===== src/rtl/idct_blk_feeder.sv =====
// rtl/idct_blk_feeder.sv - zigzag coefficient de-zigzag into ping-pong 8x8 banks, 8x32-bit row output.
// Optional early end-of-block input (coef_eob) enabled by defining IDCT_FEED_EOB_EN.
module idct_blk_feeder #(
    parameter int COEF_W = 16,
    parameter int LANE_W = 32
) (
    input  logic                  clk,
    input  logic                  rst_n,
    input  logic [COEF_W-1:0]     coef_in,
    input  logic                  coef_valid,
`ifdef IDCT_FEED_EOB_EN
    input  logic                  coef_eob,
`endif
    output logic                  coef_ready,
    output logic [8*LANE_W-1:0]   row_data,
    output logic [2:0]            row_idx,
    output logic                  row_last,
    output logic                  row_valid,
    input  logic                  row_ready
);

    localparam logic [1:0] ST_EMPTY   = 2'd0;
    localparam logic [1:0] ST_FILLING = 2'd1;
    localparam logic [1:0] ST_FULL    = 2'd2;
    localparam logic [1:0] ST_READING = 2'd3;

    localparam logic [5:0] ZZ_TO_NAT [64] = '{
        6'd0,  6'd1,  6'd8,  6'd16, 6'd9,  6'd2,  6'd3,  6'd10,
        6'd17, 6'd24, 6'd32, 6'd25, 6'd18, 6'd11, 6'd4,  6'd5,
        6'd12, 6'd19, 6'd26, 6'd33, 6'd40, 6'd48, 6'd41, 6'd34,
        6'd27, 6'd20, 6'd13, 6'd6,  6'd7,  6'd14, 6'd21, 6'd28,
        6'd35, 6'd42, 6'd49, 6'd56, 6'd57, 6'd50, 6'd43, 6'd36,
        6'd29, 6'd22, 6'd15, 6'd23, 6'd30, 6'd37, 6'd44, 6'd51,
        6'd58, 6'd59, 6'd52, 6'd45, 6'd38, 6'd31, 6'd39, 6'd46,
        6'd53, 6'd60, 6'd61, 6'd54, 6'd47, 6'd55, 6'd62, 6'd63
    };

    logic [COEF_W-1:0]   bank_mem [2][64];

    logic [1:0]          st_q [2];
    logic [1:0]          st_d [2];
    logic                wr_bank_q, wr_bank_d;
    logic [5:0]          wr_cnt_q, wr_cnt_d;
    logic                rd_bank_q, rd_bank_d;
    logic [2:0]          rd_row_q, rd_row_d;
    logic                out_bank_q, out_bank_d;
    logic                row_valid_q, row_valid_d;
    logic [8*LANE_W-1:0] row_data_q, row_data_d;
    logic [2:0]          row_idx_q, row_idx_d;
    logic                row_last_q, row_last_d;

    logic                wr_fire, wr_done, out_fire, rd_load;
    logic [5:0]          wr_addr;
    logic [COEF_W-1:0]   rd_coef [8];
    logic [8*LANE_W-1:0] rd_lanes;

`ifdef IDCT_FEED_EOB_EN
    logic [63:0]         mask_q [2];
    logic [63:0]         mask_d [2];
    assign wr_done = (wr_cnt_q == 6'd63) || coef_eob;
`else
    assign wr_done = (wr_cnt_q == 6'd63);
`endif

    // FULL and READING both have bit 1 set; only those banks block writes and feed reads.
    assign coef_ready = ~st_q[wr_bank_q][1];
    assign wr_fire    = coef_valid && coef_ready;
    assign wr_addr    = ZZ_TO_NAT[wr_cnt_q];
    assign out_fire   = row_valid_q && row_ready;
    assign rd_load    = (!row_valid_q || row_ready) && st_q[rd_bank_q][1];

    always_comb begin
        rd_lanes = '0;
        for (int k = 0; k < 8; k++) begin
            rd_coef[k] = bank_mem[rd_bank_q][{rd_row_q, k[2:0]}];
`ifdef IDCT_FEED_EOB_EN
            if (!mask_q[rd_bank_q][{rd_row_q, k[2:0]}]) begin
                rd_coef[k] = '0;
            end
`endif
            rd_lanes[k*LANE_W +: LANE_W] = {{(LANE_W-COEF_W){rd_coef[k][COEF_W-1]}}, rd_coef[k]};
        end
    end

    always_comb begin
        st_d        = st_q;
        wr_bank_d   = wr_bank_q;
        wr_cnt_d    = wr_cnt_q;
        rd_bank_d   = rd_bank_q;
        rd_row_d    = rd_row_q;
        out_bank_d  = out_bank_q;
        row_valid_d = row_valid_q;
        row_data_d  = row_data_q;
        row_idx_d   = row_idx_q;
        row_last_d  = row_last_q;
`ifdef IDCT_FEED_EOB_EN
        mask_d      = mask_q;
`endif
        if (wr_fire) begin
            st_d[wr_bank_q] = wr_done ? ST_FULL : ST_FILLING;
`ifdef IDCT_FEED_EOB_EN
            mask_d[wr_bank_q][wr_addr] = 1'b1;
`endif
            if (wr_done) begin
                wr_bank_d = ~wr_bank_q;
                wr_cnt_d  = '0;
            end else begin
                wr_cnt_d  = wr_cnt_q + 6'd1;
            end
        end
        if (out_fire && row_last_q) begin
            st_d[out_bank_q] = ST_EMPTY;
`ifdef IDCT_FEED_EOB_EN
            mask_d[out_bank_q] = '0;
`endif
        end
        // The read pointer moves to the other bank as soon as row 7 is loaded, so the
        // next block's row 0 can load in the same cycle row 7 is accepted.
        if (rd_load) begin
            row_valid_d     = 1'b1;
            row_data_d      = rd_lanes;
            row_idx_d       = rd_row_q;
            row_last_d      = (rd_row_q == 3'd7);
            out_bank_d      = rd_bank_q;
            st_d[rd_bank_q] = ST_READING;
            rd_row_d        = rd_row_q + 3'd1;
            if (rd_row_q == 3'd7) begin
                rd_bank_d = ~rd_bank_q;
            end
        end else if (out_fire) begin
            row_valid_d = 1'b0;
        end
    end

    always_ff @(posedge clk) begin
        if (wr_fire) begin
            bank_mem[wr_bank_q][wr_addr] <= coef_in;
        end
    end

    always_ff @(posedge clk or negedge rst_n) begin
        if (!rst_n) begin
            st_q[0]     <= ST_EMPTY;
            st_q[1]     <= ST_EMPTY;
            wr_bank_q   <= 1'b0;
            wr_cnt_q    <= '0;
            rd_bank_q   <= 1'b0;
            rd_row_q    <= '0;
            out_bank_q  <= 1'b0;
            row_valid_q <= 1'b0;
            row_data_q  <= '0;
            row_idx_q   <= '0;
            row_last_q  <= 1'b0;
`ifdef IDCT_FEED_EOB_EN
            mask_q[0]   <= '0;
            mask_q[1]   <= '0;
`endif
        end else begin
            st_q        <= st_d;
            wr_bank_q   <= wr_bank_d;
            wr_cnt_q    <= wr_cnt_d;
            rd_bank_q   <= rd_bank_d;
            rd_row_q    <= rd_row_d;
            out_bank_q  <= out_bank_d;
            row_valid_q <= row_valid_d;
            row_data_q  <= row_data_d;
            row_idx_q   <= row_idx_d;
            row_last_q  <= row_last_d;
`ifdef IDCT_FEED_EOB_EN
            mask_q      <= mask_d;
`endif
        end
    end

    assign row_valid = row_valid_q;
    assign row_data  = row_data_q;
    assign row_idx   = row_idx_q;
    assign row_last  = row_last_q;

endmodule


===== config.mk =====
export PLATFORM = sky130hd
export DESIGN_NAME = idct_blk_feeder
export DESIGN_NICKNAME = d
export VERILOG_FILES = /design/src/rtl/idct_blk_feeder.sv
export SDC_FILE = /design/constraint.sdc
export NUM_CORES = 2
export LEC_CHECK = 0
export ABC_AREA = 1
export ABC_CLOCK_PERIOD_IN_PS = 5960
export BUFFER_PORTS_ARGS = -buffer_cell sky130_fd_sc_hd__buf_4
export CELL_PAD_IN_SITES_DETAIL_PLACEMENT = 0
export CELL_PAD_IN_SITES_GLOBAL_PLACEMENT = 1
export CORE_ASPECT_RATIO = 1.1
export CORE_MARGIN = 2
export CORE_UTILIZATION = 37
export CTS_CLUSTER_DIAMETER = 50
export CTS_CLUSTER_SIZE = 14
export DETAILED_ROUTE_END_ITERATION = 8
export GPL_TIMING_DRIVEN = 0
export PLACE_DENSITY_LB_ADDON = 0.1
export SKIP_CTS_REPAIR_TIMING = 1
export SYNTH_ARGS = -nofsm -noshare
export SYNTH_HDL_FRONTEND = slang
export SYNTH_SLANG_ARGS = --single-unit

===== constraint.sdc =====
create_clock -name clk -period 5.96 [get_ports clk]
set_clock_uncertainty 0.1 [all_clocks]
set_input_delay 1.192 -clock clk [delete_from_list [all_inputs] [get_ports clk]]
set_output_delay 1.192 -clock clk [all_outputs]
set_load 0.01 [all_outputs]

==> results.rst <==
.. list-table::
   :header-rows: 1

   * - Metric
     - Value
   * - Top FF cell, synth
     - sky130_fd_sc_hd__edfxtp_1
   * - Static leakage power
     - 35.5 nW
   * - Required time of the critical path
     - 6680 ps
   * - Worst Path Max Fanout
     - 10
   * - Seq cells post-synth
     - 2195
   * - Leading cell type by number of instances after synthesis
     - sky130_fd_sc_hd__edfxtp_1
   * - Worst slew slack as a fraction of its limit
     - 3.43%
   * - Sequential cell fraction of total power
     - 34.2%
   * - Final estimated routing congestion in global placement
     - 0.885
   * - Pin count of the biggest net entering global routing
     - 109
   * - Switching power as a share of total power
     - 41.5%
   * - Worst-margin pin slew
     - 1450 ps
   * - Share of async-settable or async-resettable flops after synthesis
     - 6.70%
   * - Distinct cells, synth
     - 28
   * - DRT Pass-1 Iters
     - 5
   * - Commonest cells post-synth
     - sky130_fd_sc_hd__edfxtp_1, sky130_fd_sc_hd__nor2_1, sky130_fd_sc_hd__nand2_1, sky130_fd_sc_hd__o21ai_0, sky130_fd_sc_hd__o22ai_1
   * - Die width
     - 467 um
   * - Max capacitance violation total
     - 0
   * - Cell breakdown of the critical path
     - buf_4 -> buf_4 -> nand2_1 -> o21ai_1 -> nand2_1 -> nor2_2 -> buf_2 -> buf_2 -> nand2_1 -> nand3_1
   * - Count of standard-cell rows
     - 187
   * - Core Util, Final
     - 44.2%
   * - Mean routed wirelength per cell
     - 33.3 um
   * - Total wire length
     - 363000 um
   * - Hold Path Class
     - reg2reg
   * - Detailed placer's ending HPWL
     - 243000 um
   * - Category of the worst setup path launch point
     - flop
   * - FMAX
     - 221 MHz
   * - I/O pin count
     - 282
   * - Area of the mapped netlist
     - 0.0874 mm2
   * - Residual DRC count
     - 0
   * - Number of clock sinks
     - 2195
   * - Largest family of logic cells by synthesized area
     - simple AND/OR/NAND/NOR gates
   * - Sequential area share after synthesis
     - 74.6%
   * - Number of vias in the routed layout
     - 62300
   * - Gr usage total
     - 29.6%
   * - Worst voltage drop across the vdd grid
     - 0.347 mV
   * - Worst hold slack after final layout
     - 400 ps
   * - Final worst path period need
     - 4520 ps
   * - Library cell contributing the largest single delay on the critical path
     - sky130_fd_sc_hd__nor2_2
   * - Final number of setup-violating endpoints
     - 0
   * - Most Frequent Cell on Critical Path
     - sky130_fd_sc_hd__nand2_1
   * - Clock-pin slew on the worst setup and hold paths
     - 60 ps
   * - Leading cell types by total area after synthesis
     - sky130_fd_sc_hd__edfxtp_1, sky130_fd_sc_hd__o21ai_0, sky130_fd_sc_hd__nor2_1
   * - Power density over the cells
     - 506 mW/mm2
   * - Result of the run
     - finished, final reports clean
   * - Final-report max-slew violation count
     - 0
   * - Avg Cell Area, Syn
     - 12.5 um2
   * - Yosys warnings
     - 0
   * - Number of nets in the layout
     - 7661
   * - Start-to-end type of the worst setup path
     - reg2reg
   * - CTS tree
     - built
   * - Buffers from clock root to sink, at most
     - 3
   * - Number of endpoints with negative hold slack in the final report
     - 0
   * - Number of port buffers
     - 281
   * - Post-synthesis net count
     - 7046
   * - H-tree levels
     - 4
   * - Floorplan Core Area
     - 0.235 mm2
   * - Total global routing overflow
     - 0
   * - Area share of the largest cell type after synthesis
     - 70.3%
   * - Die Height
     - 514 um
   * - Compound-Gate Fraction of Synth Area
     - 9.94%
   * - Maximum cell stage delay along the critical path
     - 1040 ps
   * - Simple-gate portion of the synthesized area
     - 11.7%
   * - Clock insertion delay at the later pin of the skew report
     - 900 ps
   * - Net load switching power
     - 0.0218 W
   * - Via density per instance
     - 5.70
   * - Initial antenna violation count
     - 25
   * - Layout overhead on the synthesized area
     - 19.0%
   * - Vias in the first global route
     - 58900
   * - Ratio of final minimum period to clock period
     - 75.8%
   * - Cell type with the largest total area after synthesis
     - sky130_fd_sc_hd__edfxtp_1
   * - Multiplexer share of the synthesized area
     - 0%
   * - Post-synthesis share of cell area spent on xor and xnor gates
     - 0.0301%
   * - Number of DRC markers in iteration 0
     - 8290
   * - Clock group share of total power
     - 27.0%
   * - Root Buffer Master
     - sky130_fd_sc_hd__clkbuf_16
   * - Total of fill cells in the finished design
     - 21900
   * - Cell count after synthesis
     - 7002
   * - Effective utilization at floorplan
     - 37.1%
   * - Number of nets with antenna violations after routing
     - 0
   * - Internal power
     - 0.0308 W
   * - Count of flip-flops with a built-in enable after synthesis
     - 2048
   * - Layout cell share with drive strength beyond 1
     - 14.6%
   * - CTS buffer count
     - 217
   * - Nature of the critical path endpoint
     - flop
   * - Post-Synth Adder-Cell Area
     - 0.343%
   * - Die footprint
     - 0.240 mm2
   * - Arrival time of data at the critical path endpoint
     - 5240 ps
   * - Logic pwr share
     - 38.8%
   * - Wire length of the first global-routing pass
     - 491000 um
   * - Setup repair after global routing missed its margin
     - no
path summary, 6_finish.rpt:
kind	end	from	slack, ps	depth (start not counted)
max	row_data[39]	rd_bank_q	1440	10
min	row_data[77]	row_data[77]	400	2
max reg2reg	row_data[39]	rd_bank_q	1440	10
min reg2reg	row_data[77]	row_data[77]	400	2
max in group asynchronous	row_data[164]	rst_n	4170	3
min in group asynchronous	row_data[33]	rst_n	600	2
stage by stage:
stage	cells	setup TNS [ps]	instance area (um2)	worst slack (ps)	power, W
global placement	10400	-47910	93400	-440	0.0383
CTS	10900	0	104000	1610	0.0525
global route	10900	0	104000	1480	0.0546
detailed placement	10500	0	96800	1480	0.0384
finish	10900	0	104000	1440	0.0526
floorplan	7002	0	87400	2710	0.0284
worst max-delay path, delay by kind of cell, from the launching register on:
kind / cells / cell delay, ps
simple gates: 5 / 1940
buf+inv: 4 / 1890
flops: 1 / 370
compound gates: 1 / 70
per-layer routing:
layer  vias to the layer above  part of all wire [%]  GRT usage [%]
li1                      26500                     -              -
met1                     32100                    42           40.8
met2                      3116                    46           46.6
met3                       562                   9.2           6.83
met4                         2                   3.2           9.16
met5                         -                0.0036              0
power by group through the flow:
stage	Combinational, W	Sequential, W	Clock [W]
CTS	0.0202	0.0180	0.0143
detailed placement	0.0201	0.0183	0
floorplan	0.0102	0.0182	0
global route	0.0217	0.0180	0.0149
finish	0.0204	0.0180	0.0142
global placement	0.0200	0.0183	0
cell type report:
class	instances	area [um2]	share of cell area, %
well taps	3118	3900	3.75
diodes	9	22.5	0.0216
plain buffers	599	2890	2.78
clock buffers	284	5840	5.61
clock inverters	118	1390	1.34
multi-input cells	4170	20100	19.3
inverters	38	143	0.137
repair buffers	396	4630	4.45
flip-flops and latches	2195	65200	62.6
state kept, by name, indices dropped and copies added (netlist names), 2 cells and up:
name	flops
row_idx	3
rd_row_q	3
bank_mem	2048
st_q	2
row_data	128
wr_cnt_q	6
cells by family (layout without fill, tap and decap cells):
family                     Yosys count  count (layout)
and+or+nand+nor                   2583            2583
adders and majority gates           24              24
other                                0               9
xor gates and xnor gates             3               3
DFF                               2195            2195
buffers and inverters              637            1435
AOI/OAI and AO/OA                 1560            1560
layout by cell type (no fill, tap or decap), drive strengths merged, types with 7 or more instances in the layout:
cell	n
clkinvlp	16
o221ai	89
nor2	1219
dfrtp	147
o21ai	1039
buf	659
inv	65
diode	9
edfxtp	2048
clkinv	58
o211ai	15
nand3	275
bufinv	17
ha	24
o22ai	410
clkbuf	619
a21oi	7
nand2	1082
(Power assumes the default switching activity.)
